<file path="config.mk">
export PLATFORM = sky130hd
export DESIGN_NAME = game_sprite_motion
export DESIGN_NICKNAME = d
export VERILOG_FILES = /design/src/rtl/game_sprite_motion.sv
export SDC_FILE = /design/constraint.sdc
export NUM_CORES = 1
export LEC_CHECK = 0
export ABC_AREA = 1
export BUFFER_PORTS_ARGS = -buffer_cell sky130_fd_sc_hd__buf_2
export CORE_UTILIZATION = 50
export CTS_BUF_LIST = sky130_fd_sc_hd__clkbuf_4 sky130_fd_sc_hd__clkbuf_8
export CTS_CLUSTER_DIAMETER = 40
export DETAILED_ROUTE_END_ITERATION = 12
export GPL_ROUTABILITY_DRIVEN = 0
export GPL_TIMING_DRIVEN = 0
export PLACE_DENSITY = 0.72
export SLEW_MARGIN = 5
export SYNTH_ARGS = -nofsm -noshare
export SYNTH_HDL_FRONTEND = slang
export SYNTH_SLANG_ARGS = --single-unit
</file>
<file path="constraint.sdc">
create_clock -name clk -period 4.2 [get_ports clk]
set_input_delay 0.63 -clock clk [delete_from_list [all_inputs] [get_ports clk]]
set_output_delay 0.63 -clock clk [all_outputs]
set_load 0.02 [all_outputs]
</file>
<file path="src/rtl/game_sprite_motion.sv">
// Sprite motion engine: holds one sprite's position/velocity and steps it on a periodic strobe.
// Optional build macro GAME_SPRITE_SUBPIXEL_EN adds 4 fractional position bits (velocity in 1/16 px).
module game_sprite_motion #(
    parameter int SCREEN_WIDTH  = 640,
    parameter int SCREEN_HEIGHT = 480,
    parameter int X_WIDTH       = 10,
    parameter int Y_WIDTH       = 10,
    parameter int DX_WIDTH      = 4,
    parameter int DY_WIDTH      = 4,
    parameter int SPRITE_WIDTH  = 8,
    parameter int SPRITE_HEIGHT = 8,
    parameter int STROBE_PERIOD = 1_000_000
) (
    input  logic                      clk,
    input  logic                      reset,
    input  logic                      sprite_write_xy,
    input  logic                      sprite_write_dxy,
    input  logic signed [X_WIDTH:0]   sprite_write_x,
    input  logic signed [Y_WIDTH:0]   sprite_write_y,
    input  logic signed [DX_WIDTH-1:0] sprite_write_dx,
    input  logic signed [DY_WIDTH-1:0] sprite_write_dy,
    input  logic                      sprite_enable_update,
    output logic signed [X_WIDTH:0]   sprite_x,
    output logic signed [Y_WIDTH:0]   sprite_y,
    output logic                      sprite_within_screen,
    output logic                      sprite_moved
);

`ifdef GAME_SPRITE_SUBPIXEL_EN
    localparam int FRAC_W = 4;
`else
    localparam int FRAC_W = 0;
`endif
    localparam int XP_W  = X_WIDTH + 1 + FRAC_W;
    localparam int YP_W  = Y_WIDTH + 1 + FRAC_W;
    localparam int CNT_W = $clog2(STROBE_PERIOD);
    localparam logic [CNT_W-1:0] CNT_LAST = CNT_W'(STROBE_PERIOD - 1);

    // Bounds are compared one bit wider than the position so x + size cannot overflow.
    localparam logic signed [X_WIDTH+1:0] SCR_W_E = (X_WIDTH+2)'(SCREEN_WIDTH);
    localparam logic signed [X_WIDTH+1:0] SPR_W_E = (X_WIDTH+2)'(SPRITE_WIDTH);
    localparam logic signed [Y_WIDTH+1:0] SCR_H_E = (Y_WIDTH+2)'(SCREEN_HEIGHT);
    localparam logic signed [Y_WIDTH+1:0] SPR_H_E = (Y_WIDTH+2)'(SPRITE_HEIGHT);

    logic [CNT_W-1:0]          cnt_q,   cnt_d;
    logic signed [XP_W-1:0]    x_q,     x_d;
    logic signed [YP_W-1:0]    y_q,     y_d;
    logic signed [DX_WIDTH-1:0] dx_q,   dx_d;
    logic signed [DY_WIDTH-1:0] dy_q,   dy_d;
    logic                      moved_q, moved_d;

    logic                      strobe;
    logic                      do_update;
    logic signed [X_WIDTH+1:0] x_ext, x_end;
    logic signed [Y_WIDTH+1:0] y_ext, y_end;

    always_comb begin
        strobe    = (cnt_q == CNT_LAST);
        do_update = strobe & sprite_enable_update & ~sprite_write_xy;
        cnt_d     = strobe ? '0 : cnt_q + CNT_W'(1);

        x_d  = x_q;
        y_d  = y_q;
        dx_d = dx_q;
        dy_d = dy_q;

        // A position load wins over a same-cycle step; the step for that strobe is lost.
        if (sprite_write_xy) begin
            x_d = XP_W'(sprite_write_x) <<< FRAC_W;
            y_d = YP_W'(sprite_write_y) <<< FRAC_W;
        end else if (do_update) begin
            x_d = x_q + XP_W'(dx_q);
            y_d = y_q + YP_W'(dy_q);
        end

        // NOTE: the step above reads dx_q, so a same-cycle velocity load takes effect next strobe.
        if (sprite_write_dxy) begin
            dx_d = sprite_write_dx;
            dy_d = sprite_write_dy;
        end

        moved_d = do_update;
    end

    always_ff @(posedge clk) begin
        if (reset) begin
            cnt_q   <= '0;
            x_q     <= '0;
            y_q     <= '0;
            dx_q    <= '0;
            dy_q    <= '0;
            moved_q <= 1'b0;
        end else begin
            cnt_q   <= cnt_d;
            x_q     <= x_d;
            y_q     <= y_d;
            dx_q    <= dx_d;
            dy_q    <= dy_d;
            moved_q <= moved_d;
        end
    end

    assign sprite_x     = (X_WIDTH+1)'(x_q >>> FRAC_W);
    assign sprite_y     = (Y_WIDTH+1)'(y_q >>> FRAC_W);
    assign sprite_moved = moved_q;

    always_comb begin
        x_ext = (X_WIDTH+2)'(sprite_x);
        y_ext = (Y_WIDTH+2)'(sprite_y);
        x_end = x_ext + SPR_W_E;
        y_end = y_ext + SPR_H_E;
        sprite_within_screen = ~x_ext[X_WIDTH+1] & (x_end <= SCR_W_E)
                             & ~y_ext[Y_WIDTH+1] & (y_end <= SCR_H_E);
    end

endmodule

</file>
==> summary.txt, run 1 <==
Status
  – Run status: finished, final reports clean

Global route
  – First-pass GRT wire length: approximately 15 mm
  – Largest net degree at the start of global routing: 15
  – Overflow after GRT: 0
  – Global Route Usage Sum: roughly a quarter
  – Vias in the first global route: around 3300
  – Initial antenna violation count: 0

Layout
  – Antenna diodes: 0
  – Layout area overhead: 13.95%
  – Layout cells sized above 1: between 10 and 15%
  – Fin nets: just under 700

Setup path
  – Worst r2r src: dy_q[3]
  – Worst R2R Setup Slack: 2.23 ns
  – Reg-to-reg endpoint: sprite_y[10]
  – Crit path required time: approximately 3.6 ns
  – CP Max Fanout: 7
  – Setup CP Type: reg2out
  – Startpoint Class: register
  – Arr. time, crit path: approximately 1.8 ns
  – CP Capture Type: primary output
  – R2R cell count: 10

Timing
  – Fmax: between 400 and 500 MHz
  – Hold Vio Cnt, Final: 0
  – # setup viols final: 0
  – Min Hold Slack: ~0.48 ns
  – Final setup margin: roughly 1.7 ns
  – Fin crit share: approximately three fifths
  – RSZ-0062 raised after global routing: no
  – Actual slew at the worst max-slew pin: about 0.60 ns
  – Post-Route Setup TNS: 0 ns
  – Relative slew margins: approximately 60%
  – Clock skew: slightly above 0.009 ns
  – Minimum clock period: around 2.5 ns
  – Slew Viols, Final: 0

Routing
  – First-pass DRT Iterations: 4
  – Final wirelength: 9.164 mm
  – Wire length on met3: 462 µm
  – DR vias/cell: 5.175
  – Max Used Layer: met4
  – Met2 routed WL: about 4 mm
  – Metal-1 WL: ~4.6 mm
  – Post-DRT Antenna Nets: 0
  – Via count: about 3800
  – DR WL/cell: 12.55 µm
  – DRC Markers: 0
  – DRT iter0 DRCs: ~240

Yosys
  – Cell taking the most area after synthesis: dfxtp_1
  – Xor/xnor share of the synthesized area: 3.189%
  – Yosys top cell area share: roughly 29%
  – Mapped Nets: between 600 and 700
  – Post-Syn Instances: 569
  – Synth Warn #: 0
  – Post-synth top flop: dfxtp_1
  – Seq cells post-synth: around 50
  – Yosys cell types: 35
  – Async SR Flop Fraction: 0%
  – Compound-Gate Fraction of Synth Area: 10.23%
  – Area of the mapped netlist: 0.003571 mm²
  – Syn_area_per_cell: around 6.3 µm²
  – Adder-cell share of the synthesized area: about 9%
  – Multiplexer share of the synthesized area: less than 1%
  – Top-count cell post-synth: nand2_1
  – Synth top area cells: dfxtp_1, nand2_1, nor2_1, ha_1, inv_1
  – Largest family of logic cells by synthesized area: simple AND/OR/NAND/NOR gates
  – Post-synthesis simple-gate area fraction: between 30% and 40%
  – Register area share after synthesis: between 20% and 30%
  – Top cells by count, synth: nand2_1, nor2_1, inv_1
  – Number of synthesized flops with an enable pin: 0

Floorplanning
  – Die H: 86.51 µm
  – Initial core utilization: 52.27%
  – Core area: around 0.0068 mm²
  – Die footprint: 0.007484 mm²
  – Die width: between 80 and 90 µm
  – Row count: 30
  – # IOs: 59

Power and ir drop
  – Static Leakage: between 2 and 2.5 nW
  – P per Cell Area: about 270 mW/mm²
  – Max rail drop VDD: between 0.15 and 0.2 mV

Clock tree
  – TritonCTS Buffers: 5
  – Setup bufs post-CTS: 0
  – TritonCTS clock tree: yes
  – CTS sink cnt: 51
  – CTS clk-pin slew, worst paths: ~0.1 ns
  – Post-CTS Hold Fix Bufs: 0
  – # resized after CTS: 0
  – Clk Tree Root Cell: clkbuf_8
  – H-tree Lvls: 2
  – Worst-Skew Late Latency: slightly above 0.3 ns
  – Max Buffers Root-to-Sink: 2

Flow run
  – Max_cap viols: 0

Worst hold path
  – Hold-critical path depth: 1
  – Hold_sp: cnt_q[0]
  – Tightest Hold Check Type: reg2reg
  – Hold Path End: cnt_q[0]

Placement
  – Pre-CTS WS: 2.105 ns
  – Detailed Place HPWL: just over 7 mm
  – Number of port buffers: 58
==> worst max-delay path: stages (launching register included) <==
cell     delay [ns]
dfxtp_1        0.49
ha_1           0.25
nand3_1        0.13
nor2_1         0.13
nand3_1        0.08
nand2_1        0.07
nor2_1         0.03
nor2_1         0.14
buf_2          0.19
==> per-stage QoR <==
stage	total power, mW	cells	util [%]	cell area (µm²)
finish	1.078	730	59.56	4069
global route	1.139	730	59.56	4069
detailed placement	0.7925	723	58.28	3981
CTS	1.081	730	59.56	4069
floorplan	0.7127	569	-	3571
global placement	0.7860	723	58.28	3981
==> routing by layer <==
| metal | GRT usage (%) | vias to the layer above |
|---|---|---|
| met3 | 3.333 | 9 |
| met1 | 36.44 | 1704 |
| met5 | 0 | - |
| met2 | 40.04 | 104 |
| li1 | - | 1961 |
| met4 | 7.576 | 0 |
==> power by group <==
group	internal [mW]	switching, mW	leakage, nW	total (mW)
clock	0.130	0.164	0.0470	0.294
combinational	0.0968	0.150	1.61	0.247
sequential	0.505	0.0320	0.418	0.537
total	0.732	0.347	2.07	1.08
==> cells in the final DEF, fill, tap and decap left out, types with 3 or more instances in the layout <==
cell      count
a21oi_1      33
buf_2        60
buf_6         3
clkbuf_1      6
clkbuf_8      6
dfxtp_1      51
ha_1         23
inv_1        61
inv_2         3
nand2_1     169
nand3_1      42
nand4_1      16
nor2_1       77
nor2_2        4
nor3_1        8
o21ai_0      28
o21bai_1      3
or2_2         7
xnor2_1       5
xor2_1        8
==> logic make-up (layout without fill, tap and decap cells) <==
logic type | after synthesis | count (layout)
muxes | 1 | 1
buffers and inverters | 76 | 141
adders and majority gates | 25 | 25
AOI/OAI and AO/OA | 70 | 70
and+or+nand+nor | 333 | 333
xor gates and xnor gates | 13 | 13
DFF | 51 | 51
==> area by class of cell <==
class	instances	area (µm²)
clock inverter	1	5.005
inverter	65	244.0
fill	688	2763
sequential	51	1021
timing repair buffer	58	290.3
tap	96	120.1
clock buffer	6	82.58
buffer	11	66.31
multi-input combinational	442	2240
==> flip-flops by register name, indices dropped and copies added (netlist names) <==
register,count
dy_q,4
cnt_q,20
dx_q,4
sprite_y,11
sprite_x,11
sprite_moved,1
==> worst max path at each step <==
stage | startpoint | endpoint | slack [ns] | cells past startpoint
2_1_floorplan | sprite_x[4] | sprite_within_screen | 2.13 | 6
3_3_place_gp | sprite_write_xy | sprite_x[5] | 2.15 | 6
3_5_place_dp | sprite_x[4] | sprite_within_screen | 2.11 | 7
4_1_cts | sprite_x[4] | sprite_within_screen | 1.75 | 7
5_1_grt | sprite_x[4] | sprite_within_screen | 1.59 | 7
6_report | sprite_x[4] | sprite_within_screen | 1.73 | 8
Power figures use the tool's default switching activity.
==> inputs of run 2 (changes only) <==
==> constraint.sdc (replaced) <==
create_clock -name clk -period 2.3 [get_ports clk]
set_input_delay 0.345 -clock clk [delete_from_list [all_inputs] [get_ports clk]]
set_output_delay 0.345 -clock clk [all_outputs]
set_load 0.02 [all_outputs]
==> run 2 against run 1 <==
Effect of this change:
- via count is the same
- sequential power grew 83%
- worst setup slack got worse by 1.6 ns
- clock skew unchanged
- highest routed layer unchanged
==> summary.txt, run 2 (synthesis gave the netlist of run 1 again) <==
Global route
  – Initial antenna violation count: 0 (unchanged)
  – First-pass GRT wire length: 15.15 mm (unchanged)
  – Global Route Usage Sum: 25.49% (unchanged)
  – Vias in the first global route: 3302 (unchanged)
  – Overflow after GRT: 0 (unchanged)
  – Largest net degree at the start of global routing: 15 (unchanged)

Timing
  – Minimum clock period: 2.147 ns
  – Fmax: 465.8 MHz
  – Hold Vio Cnt, Final: 0 (unchanged)
  – Min Hold Slack: 0.2518 ns (-0.2253 ns)
  – RSZ-0062 raised after global routing: no
  – Slew Viols, Final: 0 (unchanged)
  – Clock skew: 0.009211 ns (unchanged)
  – Actual slew at the worst max-slew pin: 0.5980 ns (unchanged)
  – Relative slew margins: 60.14% (unchanged)
  – Fin crit share: a little over 90%
  – # setup viols final: 0 (unchanged)
  – Post-Route Setup TNS: 0 ns (unchanged)

Layout
  – Antenna diodes: 0 (unchanged)
  – Layout area overhead: 13.98% (about the same)
  – Final core occ: 59.58% (about the same)
  – Most flop-heavy register: cnt_q
  – Fin nets: 694 (unchanged)
  – Layout cells sized above 1: 14.04% (+0.16 points)
  – Most frequent cells in the layout: nand2_1, nor2_1, inv_1, buf_2, dfxtp_1
  – Commonest non-fill, non-tap cell in the layout: nand2_1
  – Number of flip-flops in the largest register: 20 (unchanged)

Setup path
  – CP Capture Type: primary output
  – Slowest cell on the critical path: dfxtp_1
  – Startpoint Class: register
  – CP cell instances: ha_1 > nor3b_1 > a21oi_1 > nand2_1 > nand4_1 > nor2_1 > buf_2
  – Setup CP Type: reg2out
  – Arr. time, crit path: 1.80 ns (-0.04 ns)
  – Crit path required time: 1.96 ns (-1.61 ns)
  – Worst path bufs/invs: 1 (unchanged)
  – CP Max Fanout: 6 (-1)
  – Delay-heaviest family, CP: simple AND/OR/NAND/NOR gates
  – Crit path largest cell delay: 0.46 ns (-0.03 ns)

Floorplanning
  – # IOs: 59 (unchanged)
  – Row count: 30 (unchanged)
  – Die width: 86.51 µm (unchanged)
  – Core area: 0.006832 mm² (unchanged)
  – Die footprint: 0.007484 mm² (unchanged)
  – Initial core utilization: 52.27% (unchanged)
  – Die H: 86.51 µm (unchanged)

Clock tree
  – H-tree Lvls: 2 (unchanged)
  – Post-CTS Hold Fix Bufs: 0 (unchanged)
  – CTS clk-pin slew, worst paths: 0.10 ns (about the same)
  – Max Buffers Root-to-Sink: 2 (unchanged)
  – Setup bufs post-CTS: 0 (unchanged)
  – CTS sink cnt: 51 (unchanged)
  – TritonCTS clock tree: yes
  – # resized after CTS: 0 (unchanged)
  – Worst-Skew Late Latency: 0.31 ns (about the same)
  – TritonCTS Buffers: 5 (unchanged)
  – Clk Tree Root Cell: clkbuf_8

Flow run
  – Max_cap viols: 0 (unchanged)

Worst hold path
  – Tightest Hold Check Type: in2reg

Power and ir drop
  – Total power: 1.969 mW (+83%)
  – Static Leakage: 2.075 nW (about the same)
  – P per Cell Area: 483.9 mW/mm² (+83%)
  – Max rail drop VDD: 0.3144 mV (+83%)

Routing
  – Final wirelength: 9.164 mm (unchanged)
  – DR WL/cell: 12.55 µm (unchanged)
  – DRT iter0 DRCs: 244 (unchanged)
  – First-pass DRT Iterations: 4 (unchanged)
  – DR vias/cell: 5.175 (unchanged)
  – Post-DRT Antenna Nets: 0 (unchanged)
  – Via count: 3778 (unchanged)
  – DRC Markers: 0 (unchanged)

Placement
  – Detailed Place HPWL: 7.082 mm (unchanged)
  – Number of port buffers: 58 (unchanged)

Status
  – Run status: finished, final reports clean
[run 2: cell counts in the layout (fill, tap and decap cells not counted)]
Identical to the previous run, type by type.
[run 2: final timing paths]
kind	startpoint	to	slack (ns)	depth (start not counted)
worst max-delay path	sprite_y[3]	sprite_within_screen	0.15	7
worst min-delay path	sprite_write_dx[2]	dx_q[2]	0.25	3
worst max register to register	dy_q[3]	sprite_y[10]	0.33	10
worst min register to register	cnt_q[0]	cnt_q[0]	0.48	1
[run 2: through the flow]
stage                     setup slack (ns)  instance area, µm²  cells
final                               0.1534                4070    730
after global routing               0.03389                4070    730
after CTS                           0.1332                4069    730
after detailed placement            0.3767                3981    723
after global placement              0.3950                3981    723
after floorplan                     0.4864                3571    569
[run 2: area by class of cell]
| class | instances | area, µm² |
|---|---|---|
| plain buffers | 11 | 66.31 |
| clock buffers | 6 | 82.58 |
| clock inverters | 1 | 5.005 |
| fillers | 687 | 2761 |
| inverters | 65 | 244.0 |
| multi-input cells | 442 | 2240 |
| flip-flops and latches | 51 | 1022 |
| well taps | 96 | 120.1 |
| repair buffers | 58 | 290.3 |
[run 2: worst min-delay path, stage by stage]
cell and delay (ns):
buf_2 0.07, nor2_1 0.03, nor2_1 0.08
[run 2: power by group]
group	internal, mW	switching, mW	leakage, nW	total [mW]
registers	0.923	0.0584	0.418	0.981
logic	0.177	0.275	1.61	0.451
clock network	0.237	0.300	0.0470	0.537
total	1.34	0.633	2.08	1.97
[run 2: layer usage]
metal | GRT usage (%) | part of all wire (%) | wire [µm] | vias up
li1 | - | - | - | 1961
met1 | 36.44 | 50 | 4559 | 1704
met2 | 40.04 | 44 | 4025 | 104
met3 | 3.333 | 5.0 | 462 | 9
met4 | 7.576 | 1.3 | 117 | 0
met5 | 0 | 0 | 0 | -
==> inputs of run 3 (changes only) <==
==> constraint.sdc (replaced) <==
create_clock -name clk -period 2.01 [get_ports clk]
set_input_delay 0.3015 -clock clk [delete_from_list [all_inputs] [get_ports clk]]
set_output_delay 0.3015 -clock clk [all_outputs]
set_load 0.02 [all_outputs]
==> run 3 against run 2 <==
Effect of this change:
- wire length rose by 1.2%
- final cell count rose by 0.27%
- sequential power rose by 14%
- largest cell class unchanged
- worst hold slack got worse by 0.041 ns
- sequential share of layout area fell by 0.055 points
- non-clock buffer count rose by 2
- worst setup slack got worse by 0.097 ns
- global-route usage fell by 0.051 points
==> summary.txt, run 3 (synthesis gave the netlist of run 1 again) <==
Clock tree
  – CTS clk-pin slew, worst paths: 0.10 ns (about the same)
  – CTS sink cnt: 51 (unchanged)
  – TritonCTS Buffers: 5 (unchanged)
  – Post-CTS Hold Fix Bufs: 0 (unchanged)
  – TritonCTS clock tree: yes
  – Worst-Skew Late Latency: 0.31 ns (about the same)
  – Max Buffers Root-to-Sink: 2 (unchanged)
  – H-tree Lvls: 2 (unchanged)
  – Clk Tree Root Cell: clkbuf_8

Setup path
  – Startpoint Class: register
  – Arr. time, crit path: 1.65 ns (-0.15 ns)
  – Crit path required time: 1.71 ns (-0.25 ns)
  – CP Max Fanout: 5 (-1)
  – Setup CP Type: reg2out
  – CP Capture Type: primary output

Layout
  – Most flop-heavy register: cnt_q
  – Fin nets: 696 (+0.29%)
  – Non-Filler Instances: 732 (+0.27%)
  – Layout cells sized above 1: 17.14% (+3.1 points)
  – Number of flip-flops in the largest register: 20 (unchanged)
  – Antenna diodes: 0 (unchanged)
  – Most frequent cells in the layout: nand2_1, nor2_1, inv_1, buf_2, dfxtp_1
  – Fin area: 0.004159 mm² (+2.2%)
  – Layout area overhead: 16.47%
  – Commonest non-fill, non-tap cell in the layout: nand2_1

Global route
  – First-pass GRT wire length: 15.14 mm (about the same)
  – Met1 Use GR: 36.43% (about the same)
  – Vias in the first global route: 3302 (unchanged)
  – Largest net degree at the start of global routing: 15 (unchanged)
  – GRT met3 Usage: 3.048% (-0.29 points)
  – Global Route Usage Sum: 25.44% (-0.051 points)
  – Busiest grt layer: met2
  – Overflow after GRT: 0 (unchanged)
  – Initial antenna violation count: 0 (unchanged)
  – M2 GR Usage: 40.12% (+0.072 points)

Floorplanning
  – Die footprint: 0.007484 mm² (unchanged)
  – Die width: 86.51 µm (unchanged)
  – Initial core utilization: 52.27% (unchanged)
  – Core area: 0.006832 mm² (unchanged)
  – Die H: 86.51 µm (unchanged)
  – Row count: 30 (unchanged)
  – # IOs: 59 (unchanged)

Routing
  – DRC Markers: 0 (unchanged)
  – Post-DRT Antenna Nets: 0 (unchanged)
  – DR vias/cell: 5.161 (-0.27%)
  – DRT iter0 DRCs: 214 (-12%)
  – Via count: 3778 (unchanged)
  – DR WL/cell: 12.67 µm (+0.95%)
  – Final wirelength: 9.276 mm (+1.2%)
  – First-pass DRT Iterations: 5 (+1)

Placement
  – Placed cell count: 723 (unchanged)
  – Number of port buffers: 58 (unchanged)
  – Dpl cell area: 0.003981 mm² (unchanged)
  – Detailed Place HPWL: 7.082 mm (unchanged)
  – Pre-CTS WS: 0.08674 ns (-0.2900 ns)

Power and ir drop
  – Max rail drop VDD: 0.3668 mV (+17%)
  – P per Cell Area: 546.6 mW/mm² (+13%)
  – Static Leakage: 2.087 nW (+0.55%)

Timing
  – Minimum clock period: about 2.0 ns
  – # setup viols final: 0 (unchanged)
  – Relative slew margins: 60.38% (+0.24 points)
  – Clock skew: 0.009390 ns (+0.0001789 ns)
  – Final setup margin: 0.05661 ns (-0.09677 ns)
  – Actual slew at the worst max-slew pin: 0.5943 ns (-0.003642 ns)
  – Hold Vio Cnt, Final: 0 (unchanged)
  – Fin crit share: a little over nine tenths
  – Slew Viols, Final: 0 (unchanged)
  – Fmax: a little over 500 MHz

Status
  – Run status: finished, final reports clean

Worst hold path
  – Tightest Hold Check Type: in2reg

Flow run
  – Max_cap viols: 0 (unchanged)
==> run 3: what timing repair did <==
item | 4_1_cts | 5_1_grt
gates resized for setup | 7 | 18
endpoints found under the setup margin | 1 | 6
endpoints found under the hold margin | 0 | 0
buffers inserted | 0 | 2
pin swaps | 1 | 2
gates cloned | 0 | 0
==> run 3: per-stage QoR <==
| step | hold WS (ns) | setup TNS, ns | utilization (%) | power [mW] |
|---|---|---|---|---|
| after floorplan | 0.4041 | 0 | - | 1.489 |
| after global placement | 0.4277 | 0 | 58.28 | 1.642 |
| after detailed placement | 0.4664 | 0 | 58.28 | 1.656 |
| after CTS | 0.2119 | 0 | 59.78 | 2.262 |
| after global routing | 0.2122 | -0.01274 | 60.88 | 2.396 |
| final | 0.2109 | 0 | 60.88 | 2.273 |
==> run 3: layout make-up <==
| cell class | instances | area [µm²] |
|---|---|---|
| plain buffers | 11 | 66.31 |
| clock buffers | 6 | 82.58 |
| clock inverters | 1 | 5.005 |
| fillers | 684 | 2673 |
| inverters | 65 | 244.0 |
| multi-input cells | 442 | 2291 |
| flip-flops and latches | 51 | 1042 |
| well taps | 96 | 120.1 |
| repair buffers | 60 | 307.8 |
==> run 3: power breakdown <==
| part | total [mW] | internal [mW] | leakage (nW) | switching (mW) |
|---|---|---|---|---|
| logic | 0.533 | 0.212 | 1.62 | 0.321 |
| registers | 1.12 | 1.06 | 0.422 | 0.0668 |
| clock network | 0.618 | 0.271 | 0.0470 | 0.346 |
| total | 2.27 | 1.54 | 2.09 | 0.734 |
==> run 3: path summary, 6_finish.rpt <==
kind | from | end | slack, ns | depth (start not counted)
min | sprite_write_dx[2] | dx_q[2] | 0.21 | 3
max reg2reg | sprite_y[3] | sprite_y[10] | 0.14 | 13
min reg2reg | cnt_q[0] | cnt_q[0] | 0.48 | 1
max | sprite_y[3] | sprite_within_screen | 0.06 | 7
==> run 3: routing by layer <==
metal	routed length, µm	up-vias	part of all wire [%]
li1	-	1967	-
met1	4574	1701	49
met2	4126	98	44
met3	430	12	4.6
met4	145	0	1.6
met5	0	-	0
==> run 3: critical path: stages (launching register included) <==
cell,delay [ns]
dfxtp_4,0.38
ha_4,0.24
nor3b_2,0.15
a21oi_1,0.08
nand2_1,0.07
nand4_1,0.09
nor2_1,0.16
buf_4,0.17
